==> config.mk <==
export PLATFORM = sky130hd
export DESIGN_NAME = shift_seq
export DESIGN_NICKNAME = d
export VERILOG_FILES = /design/src/rtl/shift_pkg.sv /design/src/rtl/shift_step.sv /design/src/rtl/shift_seq.sv
export SDC_FILE = /design/constraint.sdc
export NUM_CORES = 1
export LEC_CHECK = 0
export CORE_MARGIN = 1.5
export CORE_UTILIZATION = 50
export DETAILED_ROUTE_END_ITERATION = 10
export DONT_BUFFER_PORTS = 1
export PLACE_DENSITY = 0.67
export SYNTH_ARGS = -nofsm -noshare
export SYNTH_HDL_FRONTEND = slang
export SYNTH_SLANG_ARGS = --single-unit
==> constraint.sdc <==
create_clock -name clk -period 2.41 [get_ports clk]
set_clock_uncertainty 0.1 [all_clocks]
set_input_delay 0.6025 -clock clk [delete_from_list [all_inputs] [get_ports clk]]
set_output_delay 0.6025 -clock clk [all_outputs]
set_load 0.02 [all_outputs]
==> src/rtl/shift_pkg.sv <==
// Shared types and encodings for the shift sequencer and its step unit.
package shift_pkg;

    localparam logic [1:0] MODE_LOGIC  = 2'b00;
    localparam logic [1:0] MODE_ARITH  = 2'b01;
    localparam logic [1:0] MODE_ROT    = 2'b10;
    localparam logic [1:0] MODE_SERIAL = 2'b11;

    typedef enum logic [1:0] {
        LOGIC  = MODE_LOGIC,
        ARITH  = MODE_ARITH,
        ROT    = MODE_ROT,
        SERIAL = MODE_SERIAL
    } shift_mode_t;

    typedef enum logic [1:0] {
        IDLE  = 2'b00,
        SHIFT = 2'b01,
        DONE  = 2'b10
    } shift_state_t;

endpackage

==> src/rtl/shift_step.sv <==
// One combinational shift step of k bits (0..STEP) with mode-dependent fill
// and the last bit that leaves the word.
module shift_step
    import shift_pkg::*;
#(
    parameter int WIDTH = 16,
    parameter int STEP  = 4,
    parameter int KW    = $clog2(STEP + 1)
) (
    input  logic [WIDTH-1:0] data_i,
    input  logic [KW-1:0]    k_i,
    input  logic             dir_i,
    input  shift_mode_t      mode_i,
    input  logic [STEP-1:0]  serial_i,
    output logic [WIDTH-1:0] data_o,
    output logic             exit_o
);

    logic [STEP-1:0]       serial_rev;
    logic [STEP-1:0]       fill;
    logic [WIDTH+STEP-1:0] left_ext;
    logic [WIDTH+STEP-1:0] right_ext;
    logic [KW-1:0]         k_m1;
    logic [WIDTH-1:0]      left_probe;
    logic [WIDTH-1:0]      right_probe;

    // On a left shift serial bit 0 must land highest in the vacated field,
    // so the entering nibble is bit-reversed.
    for (genvar gi = 0; gi < STEP; gi++) begin : g_rev
        assign serial_rev[gi] = serial_i[STEP-1-gi];
    end

    // Fill field is laid out so the top (left) or bottom (right) k bits of it
    // are what a k-bit shift pulls in, independent of k.
    always_comb begin
        fill = '0;
        case (mode_i)
            ROT:     fill = dir_i ? data_i[STEP-1:0] : data_i[WIDTH-1 -: STEP];
            SERIAL:  fill = dir_i ? serial_i : serial_rev;
            ARITH:   if (dir_i) fill = {STEP{data_i[WIDTH-1]}};
            default: fill = '0;
        endcase
    end

    // Shift through the extended word; the exiting bit is probed at k-1.
    always_comb begin
        left_ext    = {data_i, fill} << k_i;
        right_ext   = {fill, data_i} >> k_i;
        k_m1        = (k_i == '0) ? '0 : k_i - KW'(1);
        left_probe  = data_i << k_m1;
        right_probe = data_i >> k_m1;
        data_o      = dir_i ? right_ext[WIDTH-1:0] : left_ext[WIDTH+STEP-1:STEP];
        exit_o      = dir_i ? right_probe[0] : left_probe[WIDTH-1];
    end

endmodule

==> src/rtl/shift_seq.sv <==
// Multi-cycle shift sequencer: moves up to STEP bits per cycle with a
// start/busy/done handshake and a carry holding the last bit shifted out.
module shift_seq
    import shift_pkg::*;
#(
    parameter int WIDTH = 16,
    parameter int STEP  = 4,
    parameter int CNTW  = $clog2(WIDTH + 1)
) (
    input  logic             clk,
    input  logic             rstn,
    input  logic             load,
    input  logic [WIDTH-1:0] parallel_in,
    input  logic             start,
    input  logic [CNTW-1:0]  amount,
    input  logic             dir,
    input  logic [1:0]       mode,
    input  logic [STEP-1:0]  serial_in,
    output logic [WIDTH-1:0] q,
    output logic [STEP-1:0]  serial_out,
    output logic             carry,
    output logic             busy,
    output logic             done
);

    localparam int KW = $clog2(STEP + 1);

    shift_state_t     state_q, state_d;
    logic [CNTW-1:0]  rem_q, rem_d;
    logic             dir_q, dir_d;
    shift_mode_t      mode_q, mode_d;
    logic [WIDTH-1:0] q_q, q_d;
    logic             carry_q, carry_d;

    logic [KW-1:0]    step_k;
    logic [WIDTH-1:0] step_data;
    logic             step_exit;
    logic             eff_dir;

    shift_step #(
        .WIDTH (WIDTH),
        .STEP  (STEP),
        .KW    (KW)
    ) u_step (
        .data_i   (q_q),
        .k_i      (step_k),
        .dir_i    (dir_q),
        .mode_i   (mode_q),
        .serial_i (serial_in),
        .data_o   (step_data),
        .exit_o   (step_exit)
    );

    // Step size is a full STEP except for a trailing partial step.
    always_comb begin
        if (rem_q < CNTW'(STEP)) step_k = KW'(rem_q);
        else                     step_k = KW'(STEP);
    end

    // Next-state logic: load/start only in IDLE, load wins over start.
    always_comb begin
        state_d = state_q;
        rem_d   = rem_q;
        dir_d   = dir_q;
        mode_d  = mode_q;
        q_d     = q_q;
        carry_d = carry_q;
        case (state_q)
            IDLE: begin
                if (load) begin
                    q_d = parallel_in;
                end else if (start) begin
                    dir_d   = dir;
                    mode_d  = shift_mode_t'(mode);
                    rem_d   = (amount > CNTW'(WIDTH)) ? CNTW'(WIDTH) : amount;
                    state_d = (amount == '0) ? DONE : SHIFT;
                end
            end
            SHIFT: begin
                q_d     = step_data;
                carry_d = step_exit;
                rem_d   = rem_q - CNTW'(step_k);
                if (rem_q <= CNTW'(STEP)) state_d = DONE;
            end
            DONE:    state_d = IDLE;
            default: state_d = IDLE;
        endcase
    end

    // State and datapath registers with asynchronous clear.
    always_ff @(posedge clk or negedge rstn) begin
        if (!rstn) begin
            state_q <= IDLE;
            rem_q   <= '0;
            dir_q   <= 1'b0;
            mode_q  <= LOGIC;
            q_q     <= '0;
            carry_q <= 1'b0;
        end else begin
            state_q <= state_d;
            rem_q   <= rem_d;
            dir_q   <= dir_d;
            mode_q  <= mode_d;
            q_q     <= q_d;
            carry_q <= carry_d;
        end
    end

    assign eff_dir    = (state_q == SHIFT) ? dir_q : dir;
    assign serial_out = eff_dir ? q_q[STEP-1:0] : q_q[WIDTH-1 -: STEP];
    assign q          = q_q;
    assign carry      = carry_q;
    assign busy       = (state_q == SHIFT);
    assign done       = (state_q == DONE);

endmodule

# Yosys cells after proc, flatten, opt, wreduce, memory -nomap -nowiden
# Cells that the tools add are included.
[word_totals] register_bits=27 elab_cells=54 in_bits=32 out_inout_bits=23
[classes] n_eq_ne=9 reduce_logical=8 shift=4 bitwise=1 muxes=21 addsub=2 order_cmp=3
[ops] cell="$mux 16" count=2
[ops] cell="$pmux 16 s2" count=1
[ops] cell="$shl 20x3->20" count=1
[ops] cell="$shr 20x3->16" count=1
[ops] cell="$mux 4" count=4
[ops] cell="$shl 16x3->16" count=1
[ops] cell="$shr 16x3->1" count=1
[ops] cell="$mux 5" count=3
[ops] cell="$pmux 4 s3" count=1
[ops] cell="$pmux 5 s2" count=1
[ops] cell="$reduce_and 3->1" count=3
[ops] cell="$mux 2" count=4
[ops] cell="$eq 2x2->1 const B" count=3
[ops] cell="$mux 3" count=2
[ops] cell="$ne 2x2->1 const B" count=3
[ops] cell="$gt 5x5->1 const B" count=1
[ops] cell="$le 5x3->1 const B" count=1
[ops] cell="$logic_not 5->1" count=1
[ops] cell="$lt 5x3->1 const B" count=1
[ops] cell="$sub 5x3->5" count=1
[ops] cell="$eq 2x1->1 const B" count=2
[ops] cell="$pmux 2 s2" count=1
[ops] cell="$logic_not 3->1" count=1
[ops] cell="$sub 3x1->3 const B" count=1
[ops] cell="6 further kinds" count=7

# Depth between registers and ports, before layout
# Gate-level depths: netlist (run 1).
[logic_depth] word_depth=6 depth_mapped=10 depth_no_buf=7

# By module
# From an unflattened synthesis (run 1), not the netlist that was laid out.
[hier_totals] hier_cells=398 area_unflattened_um2=3368.2
[modules_own_cells] module="shift_step" area_each_um2=1958.1 cells_each=252 instances=1 seq_area_each_um2=0.0
[modules_own_cells] module="shift_seq" area_each_um2=1410.1 cells_each=146 instances=1 seq_area_each_um2=675.6

# Least setup slack after synthesis (run 1)
# No wires, ideal clock.
[synth_path] kind="register -> output" startpoint="register state_q[1]" endpoint="output port serial_out[1]" path_stages_with_launch=7 path_slack_ps=-131 required_ps=1707 n_path_buf=1 t_arrival_ps=1839 path_cell_list="dfrtp_1 nand2b_1 clkbuf_1 inv_1 and2_0 a21oi_1 mux2_2"
[synth_via] elab_chain_cells=3
[synth_rtl] element="start: declaration" line="shift_seq.sv:28" source="shift_state_t state_q, state_d;"
[synth_rtl] element="start signal: assignment" line="shift_seq.sv:100" source="state_q <= state_d;"
[synth_rtl] element="$eq 2x1->1" line="shift_seq.sv:109" source="assign eff_dir = (state_q == SHIFT) ? dir_q : dir;"
[synth_rtl] element="$mux 1" line="shift_seq.sv:109"
[synth_rtl] element="$mux 4" line="shift_seq.sv:110" source="assign serial_out = eff_dir ? q_q[STEP-1:0] : q_q[WIDTH-1 -: STEP];"
[synth_rtl] element="end: declaration" line="shift_seq.sv:20" source="output logic [STEP-1:0] serial_out,"
# No other way between the ends.

# Worst setup path in the final report (run 1)
[layout_path] startpoint="register state_q[0]" endpoint="output port serial_out[1]"
# Same word-level chain as after synthesis.

==> impl_metrics.ini, run 1 <==
[setup_path]
reg2reg_slack_ns = 0.17
cp.required_ns = 1.71
rr_startpoint = rem_q[4]
slowest_delay_ns = 0.43
crit_slowest_cell = dfrtp_1
startpoint_type = flop
cp_max_fo = 5
reg2reg_to = q[8]
crit_type = reg2out
rr_worst_depth = 7
path_cells = nand2b_4 > inv_1 > and2_1 > a21oi_4 > mux2_4
cp-end-kind = output pin
cp_data_arrival_time_ns = 1.64

[route]
firstDrtPassIters = 5
vias = 3268
drc = 0
drt-total-wl_um = 9476
post_drt_wl_per_cell_um = 19.74
via_per_inst = 6.808
antenna_left = 0
drt_iter0_markers = 446

[logic_synthesis]
synthesis.nets = 441
synthCells = 408
yosys-top-cells-area = dfrtp_1, nand2_1, a21oi_1
ys_seq_elements = 27
synth_simple_gate_area_frac = 0.2788
synth_ff_type = dfrtp_1
ys_types = 59
avgSynthCellArea_um2 = 6.974
seq_area_frac_synth = 0.2375
netlist.area_leader.share = 0.2375
synth_common_cells = nand2_1, a21oi_1, clkbuf_1
synth_compound_area_frac = 0.3074
synth_top_family_by_area = compound AO/OA/AOI/OAI gates
synthMuxAreaShare = 0.09587
yosys_warnings = 0
synth.most_common_cell = nand2_1
synth-xor-area-share = 0
yosys.area_share.adder = 0.004398
synthesis.area_um2 = 2845
synth_area_leader_cell = dfrtp_1
synthArstFlopShare = 1.000
synth-edff-count = 0

[sta]
finalSetupTns_ns = 0
setup_slack_ns = 0.07174
slew_headroom = 0.6320
slew_violations = 0
rsz0062_at_grt = no
fin_crit_sh = 0.9702
min_period_ns = 2.338
setup_viol = 0
hold_viol = 0
worst_pin_slew_ns = 0.5519
max_freq_ghz = 0.4277
hold_slack_ns = 0.01977

[outcome]
outcome = completed

[power_and_ir_drop]
power.density_nw_per_um2 = 1578
ir_worst_vdd_v = 0.0008217
p_leak_nw = 1.271

[global_route]
antenna_found_initial = 0
grt_pass1_wl_um = 15350
grt-ovfl-total = 0
first_global_vias = 3063
grt_usage = 0.3185
grt_max_degree = 28

[place]
numPortBuffers = 0
place.gp.congestion = 0.9824
place_ws_ns = 0.1888
dp_hpwl_um = 6638

[clock_tree]
cts_tree = done
cts_htree_levels = 1
cts_sinks = 27
cts-root-buf = clkbuf_8
clk_transition_reported_paths_ns = 0.11
insertion_delay_ns = 0.29
cts_buffer_depth = 2
numCtsBuffers = 3

[floorplan]
initial_core_util = 0.5167
die_h_um = 78.44
die_area_um2 = 6152
num_rows = 27
die_w_um = 78.44
core_region_area_um2 = 5507
num_io_pins = 55

[final_layout]
fin_nets = 442
antenna_cells = 0
drive_gt1_frac = 0.1520
syn2layout_area_growth_pct = 11.30

[job]
max-cap-violations = 0

[worst_hold_path]
hold_path.class = in2async
==> flip-flops by register name (all words and copies together) (netlist names) <==
register	count
q	16
rem_q	5
mode_q	2
state_q	2
carry	1
dir_q	1
==> report_power, final <==
part | total [mW] | switching [mW] | leakage [nW] | internal [mW]
Combinational | 3.45 | 2.04 | 0.930 | 1.41
Clock | 0.286 | 0.166 | 0.0228 | 0.119
Sequential | 1.26 | 0.581 | 0.318 | 0.678
==> cell usage in the layout (no fill, tap or decap), types with 3 or more instances in the layout <==
cell	count
a211oi_1	6
a21oi_1	38
a221oi_1	4
a311oi_1	4
a31oi_1	13
and3_1	4
buf_4	38
clkbuf_8	3
dfrtp_1	27
inv_1	7
mux2_2	3
mux2_4	3
mux2i_1	16
nand2_1	71
nand2b_1	7
nand3_1	14
nand3b_1	5
nand4_1	5
nor2_1	32
nor2b_1	7
nor3_1	8
o2111ai_1	4
o211ai_1	6
o21ai_0	30
o22ai_1	3
==> per-layer routing <==
| metal | vias up | wire [µm] | GRT usage |
|---|---|---|---|
| met5 | - | 0 | 0 |
| met4 | 0 | 274 | 0.1304 |
| met3 | 31 | 1192 | 0.05698 |
| met2 | 228 | 4291 | 0.5000 |
| met1 | 1498 | 3717 | 0.4312 |
| li1 | 1511 | - | - |
==> worst max path at each step <==
| stage | start | to | slack [ns] | depth (start not counted) |
|---|---|---|---|---|
| 6_report | state_q[0] | serial_out[1] | 0.07 | 5 |
| 5_1_grt | state_q[0] | serial_out[2] | 0.01 | 5 |
| 4_1_cts | state_q[0] | serial_out[1] | 0.02 | 5 |
| 3_5_place_dp | rem_q[4] | q[8] | 0.19 | 7 |
| 3_3_place_gp | rem_q[4] | q[8] | 0.26 | 7 |
| 2_1_floorplan | dir_q | serial_out[0] | 0.02 | 5 |
==> critical path: cells and delay by family, from the launching register on <==
kind                   cells  cell delay [ns]
AOI/OAI and AO/OA          1             0.22
buffers and inverters      1             0.05
DFF                        1             0.43
muxes                      1             0.37
and+or+nand+nor            2             0.28
==> metrics by stage <==
stage | total power [mW] | std cells | area, µm² | util
after floorplan | 3.537 | 408 | 2851 | -
after CTS | 4.885 | 477 | 3141 | 0.5703
after global placement | 4.497 | 472 | 3049 | 0.5537
final | 4.996 | 480 | 3167 | 0.5751
after global routing | 5.380 | 480 | 3167 | 0.5751
after detailed placement | 4.528 | 472 | 3049 | 0.5537
==> logic make-up (layout without fill, tap and decap cells) <==
family / after synthesis / count (layout)
muxes: 24 / 24
and+or+nand+nor: 167 / 167
buffers and inverters: 52 / 52
AOI/OAI and AO/OA: 136 / 136
adders and majority gates: 1 / 1
other: 1 / 1
DFF: 27 / 27
==> final cells by class <==
cell class	count	area (µm²)
Timing Repair Buffer	41	336.6
Multi-Input combinational cell	329	1993
Tap cell	72	90.09
Inverter	7	26.28
Fill cell	523	2340
Clock buffer	4	45.04
Sequential cell	27	675.6
==> timing repair <==
action | in CTS | in global routing
endpoints found under the setup margin | 3 | 4
hold buffers | 1 | 0
resized for setup | 5 | 2
setup buffers | 0 | 3
hold endpoints to repair | 27 | 0
pin swaps | 0 | 0
Note: power is estimated with default switching activity, not from simulation.
==> inputs of run 2 (changes only) <==
--- a/config.mk
+++ b/config.mk
@@ -5,7 +5,7 @@
 export SDC_FILE = /design/constraint.sdc
 export NUM_CORES = 1
 export LEC_CHECK = 0
-export CORE_MARGIN = 1.5
+export CORE_MARGIN = 4
 export CORE_UTILIZATION = 50
 export DETAILED_ROUTE_END_ITERATION = 10
 export DONT_BUFFER_PORTS = 1
==> impl_metrics.ini, run 2 (same netlist as run 1, synthesis figures left out) <==
[outcome]
outcome = completed

[setup_path]
cp.required_ns = 1.71
cp_data_arrival_time_ns = 1.63
reg2reg_slack_ns = 0.17
rr_startpoint = rem_q[4]
startpoint_type = flop
slowest_delay_ns = 0.43
crit_type = reg2out
cp.depth = 5
cp-end-kind = output pin
crit_slowest_cell = dfrtp_1
reg2reg_to = q[3]
worst-path-buf-inv = 1
rr_worst_depth = 6
cp_max_fo = 4
worst_path_dominant_cell_family = flip-flops
path_cells = nand2b_4 > inv_1 > and2_4 > a21oi_4 > mux2_2

[power_and_ir_drop]
ir_worst_vdd_v = 0.0008558
p_seq_frac = 0.256
power.density_nw_per_um2 = 1573
clkPwrFrac = 0.054
internal_power_mw = 2.201
p_leak_nw = 1.267
combinationalPowerShare = 0.690
total_power_mw = 4.996
power_switching_share = 0.5595
p_sw_mw = 2.795

[final_layout]
syn2layout_area_growth_pct = 11.65
largest_reg_flops = 16
stdcell_count = 481
layout_common_cells = nand2_1, buf_4, a21oi_1
antenna_cells = 0
drive_gt1_frac = 0.1663
final_common_cell = nand2_1
fin_nets = 443

[place]
place_ws_ns = 0.07179
place.gp.congestion = 0.9553
numPortBuffers = 0
dp_hpwl_um = 7008
place_inst = 468

[route]
firstDrtPassIters = 5
drc = 0
drt-total-wl_um = 9792
post_drt_wl_per_cell_um = 20.36
drt_iter0_markers = 345
antenna_left = 0
vias = 3208
via_per_inst = 6.669

[sta]
slew_violations = 0
max_freq_ghz = 0.4288
hold_viol = 0
setup_viol = 0
fin_crit_sh = 0.9676
finalSetupTns_ns = 0
min_period_ns = 2.332
setup_slack_ns = 0.07808
rsz0062_at_grt = no
worst_pin_slew_ns = 0.5359
slew_headroom = 0.6427

[global_route]
grt-ovfl-total = 0
grt_max_degree = 40
grt_usage = 0.2759
grt_pass1_wl_um = 15900
antenna_found_initial = 0
first_global_vias = 3067

[floorplan]
die_area_um2 = 6961
num_rows = 27
num_io_pins = 55
core_region_area_um2 = 5507
die_h_um = 83.44
initial_core_util = 0.5167
die_w_um = 83.44

[clock_tree]
numCtsBuffers = 3
cts-root-buf = clkbuf_8
insertion_delay_ns = 0.28
cts_buffer_depth = 2
cts_htree_levels = 1
cts_tree = done
clk_transition_reported_paths_ns = 0.10
cts_sinks = 27

[job]
max-cap-violations = 0

[worst_hold_path]
hold_path.class = in2async
## run 2: cell count changes in the layout (fill, tap and decap cells not counted), sizes merged
cell,delta
clkinv,+1
buf,+1
clkbuf,-1
## run 2: worst reg2reg max path: cells and delay by family, from the launching register on
kind             cells  cell delay [ns]
AO/OA/AOI/OAI        2             0.42
flip-flops           1             0.46
multiplexers         1             0.43
AND/OR/NAND/NOR      3             0.71
## run 2: per-stage QoR
stage | utilization | hold slack, ns | area (µm²)
5_1_grt | 0.5769 | 0.03184 | 3177
6_report | 0.5769 | 0.02974 | 3177
4_1_cts | 0.5651 | 0.03370 | 3112
3_3_place_gp | 0.5483 | 0.2077 | 3019
3_5_place_dp | 0.5483 | 0.2078 | 3019
2_1_floorplan | - | 0.2069 | 2851
## run 2: layout make-up
cell class | instances | area [µm²]
Fill cell | 539 | 2330
Multi-Input combinational cell | 329 | 1992
Sequential cell | 27 | 678.2
Timing Repair Buffer | 42 | 344.1
Tap cell | 72 | 90.09
Clock buffer | 3 | 41.29
Inverter | 7 | 26.28
Clock inverter | 1 | 5.005
## run 2: timing repair
action	in CTS	in global routing
hold buffers	1	0
endpoints found under the setup margin	3	7
pin swaps	0	1
resized for setup	1	10
setup buffers	3	5
hold endpoints to repair	27	0
## run 2: power groups by stage
stage                     Clock [mW]  Sequential, mW  Combinational [mW]
after detailed placement           0            1.28                3.21
after global routing           0.296            1.31                3.78
after global placement             0            1.27                3.18
final                          0.270            1.28                3.45
after floorplan                    0            1.05                2.48
after CTS                      0.275            1.27                3.27
## run 2: per-layer routing
| metal | vias to the layer above | wire length, µm | global-route usage |
|---|---|---|---|
| met3 | 18 | 805 | 0.05357 |
| li1 | 1493 | - | - |
| met2 | 161 | 4460 | 0.4308 |
| met4 | 0 | 239 | 0.1082 |
| met1 | 1536 | 4287 | 0.3752 |
| met5 | - | 0 | 0 |
## run 2: how the worst max path moves through the flow
stage | slack [ns] | to | startpoint
after detailed placement | 0.07 | q[8] | rem_q[4]
after global routing | 0.0008 | serial_out[0] | state_q[0]
after floorplan | 0.02 | serial_out[0] | dir_q
after CTS | 0.008 | serial_out[0] | state_q[0]
final | 0.08 | serial_out[2] | state_q[0]
after global placement | 0.14 | q[8] | rem_q[4]
==> inputs of run 3 (changes only) <==
--- a/config.mk
+++ b/config.mk
@@ -7,9 +7,11 @@
 export LEC_CHECK = 0
 export CORE_MARGIN = 4
 export CORE_UTILIZATION = 50
+export CTS_CLUSTER_SIZE = 16
 export DETAILED_ROUTE_END_ITERATION = 10
 export DONT_BUFFER_PORTS = 1
 export PLACE_DENSITY = 0.67
 export SYNTH_ARGS = -nofsm -noshare
 export SYNTH_HDL_FRONTEND = slang
+export SYNTH_HIERARCHICAL = 1
 export SYNTH_SLANG_ARGS = --single-unit
==> impl_metrics.ini, run 3 <==
[sta]
slew_violations = 0
setup_slack_ns = -0.1378
max_freq_ghz = 0.3925
hold_viol = 0
finalSetupTns_ns = -1.148
setup_viol = 15
rsz0062_at_grt = yes
hold_slack_ns = 0.02477
slew_headroom = 0.5447
fin_crit_sh = 1.057
worst_pin_slew_ns = 0.6812
min_period_ns = 2.548

[final_layout]
syn2layout_area_growth_pct = 28.12
seqCellArea_um2 = 678.2
stdcell_count = 539
final_util = 0.6682
layout_common_cells = buf_4, nand2_1, mux2i_1, dfrtp_1, nor2_1
fillers = 559
fin_area_um2 = 4315
multi_input_area_um2 = 2645
antenna_cells = 0
fin_nets = 499
drive_gt1_frac = 0.4026
largest_reg_flops = 16
final_common_cell = buf_4

[floorplan]
die_h_um = 90.08
num_rows = 29
die_area_um2 = 8114
num_io_pins = 55
core_region_area_um2 = 6459
die_w_um = 90.08
initial_core_util = 0.5215

[logic_synthesis]
avgSynthCellArea_um2 = 8.463
synthesis.nets = 434
netlist.area_leader.share = 0.2006
synth-edff-count = 0
synthArstFlopShare = 1.000
seq_area_frac_synth = 0.2006
synth_common_cells = nand2_1, nor2_1, mux2i_1
synth_area_leader_cell = dfrtp_1
yosys_warnings = 6
ys_seq_elements = 27
synth_ff_type = dfrtp_1
yosys-top-cells-area = dfrtp_1, mux4_2, mux2i_1
synth.most_common_cell = nand2_1
synthesis.area_um2 = 3368
ys_types = 67
synthCells = 398

[global_route]
grt_pass1_wl_um = 19370
grt-ovfl-total = 0
grt_max_degree = 28
grt_usage = 0.2969
antenna_found_initial = 0
first_global_vias = 3510

[clock_tree]
cts_sinks = 27
cts_buffer_depth = 2
clk_transition_reported_paths_ns = 0.11
cts_htree_levels = 1
cts_tree = done
numCtsBuffers = 3
cts-root-buf = clkbuf_8
insertion_delay_ns = 0.28

[setup_path]
reg2reg_to = q[8]
cp-end-kind = flop
crit_type = reg2reg
rr_startpoint = rem_q[3]
cp_max_fo = 8
startpoint_type = flop
reg2reg_slack_ns = -0.14
cp.required_ns = 2.48
rr_worst_depth = 7
cp_data_arrival_time_ns = 2.61

[place]
numPortBuffers = 0
place_ws_ns = -0.2776
place.gp.congestion = 1.005
place_inst = 521
dpl_cell_area_um2 = 3905
dp_hpwl_um = 9401

[route]
drt_iter0_markers = 291
antenna_left = 0
via_per_inst = 6.764
drc = 0
firstDrtPassIters = 5
vias = 3646
drt-total-wl_um = 12470
post_drt_wl_per_cell_um = 23.13

[power_and_ir_drop]
ir_worst_vdd_v = 0.0008422
total_power_mw = 7.049
p_leak_nw = 1.783
power.density_nw_per_um2 = 1633

[job]
max-cap-violations = 0

[worst_hold_path]
hold_path.class = in2async

[outcome]
violations = setup timing
outcome = complete, but fails checks
run 3: cell types whose count changed in the layout (fill, tap and decap cells not counted), moves of 5 or more:
cell and change:
nor2_1 -9, a21oi_1 -27, nand3b_1 -5, o21ai_0 -8, a31oi_1 -6, o21ai_2 +5
o21ai_1 +5, mux2i_1 +9, buf_4 +42, mux4_2 +20, nor2b_1 -6, nor2_2 +9
run 3: worst max path at each step:
stage / startpoint / endpoint / slack [ns] / depth (start not counted)
6_report: rem_q[3] / q[8] / -0.14 / 7
5_1_grt: rem_q[3] / q[7] / -0.26 / 7
4_1_cts: rem_q[2] / q[8] / -0.11 / 7
3_5_place_dp: rem_q[2] / carry / -0.28 / 10
3_3_place_gp: rem_q[2] / carry / -0.27 / 10
2_1_floorplan: rem_q[3] / q[7] / -0.09 / 8
run 3: logic make-up (layout without fill, tap and decap cells):
kind of cell / after synthesis / in the layout / synth area share
adders and majority gates: 4 / 4 / 0.01486
AOI/OAI and AO/OA: 106 / 106 / 0.2207
and+or+nand+nor: 150 / 150 / 0.2132
DFF: 27 / 27 / 0.2006
muxes: 64 / 64 / 0.2779
buffers and inverters: 45 / 109 / 0.07058
other: 2 / 2 / 0.002230
run 3: cell type report:
cell class	count	share of cell area
Clock buffer	3	0.009568
Clock inverter	1	0.001740
Inverter	13	0.01247
Multi-Input combinational cell	326	0.6129
Sequential cell	27	0.1571
Tap cell	77	0.02233
Timing Repair Buffer	92	0.1838
run 3: what timing repair did:
action,in CTS,in global routing
gates cloned,0,1
endpoints found under the setup margin,21,21
resized for setup,28,28
hold buffers,1,0
buffers inserted,7,5
endpoints found under the hold margin,27,0
pin swaps,6,3
run 3: power by group:
part           internal (mW)  leakage [nW]  switching (mW)
Sequential             0.677         0.331           0.427
Clock                  0.118        0.0217           0.165
Combinational           2.54          1.43            3.12
Total                   3.34          1.78            3.71
run 3: critical path, stage by stage (launching register included):
cell	delay (ns)
dfrtp_1	0.43
nor3_4	0.24
and2_4	0.30
buf_6	0.13
mux4_2	0.52
mux4_2	0.49
mux2i_1	0.15
o21ai_1	0.08
run 3: layer usage:
metal  global-route usage  wire [µm]  share of wire  vias up
met5                    0          0              0        -
met4              0.09566        421          0.034        0
met3              0.06177       1115          0.089       41
met2               0.4729       5782           0.46      211
met1               0.4042       5148           0.41     1766
li1                     -          -              -     1628
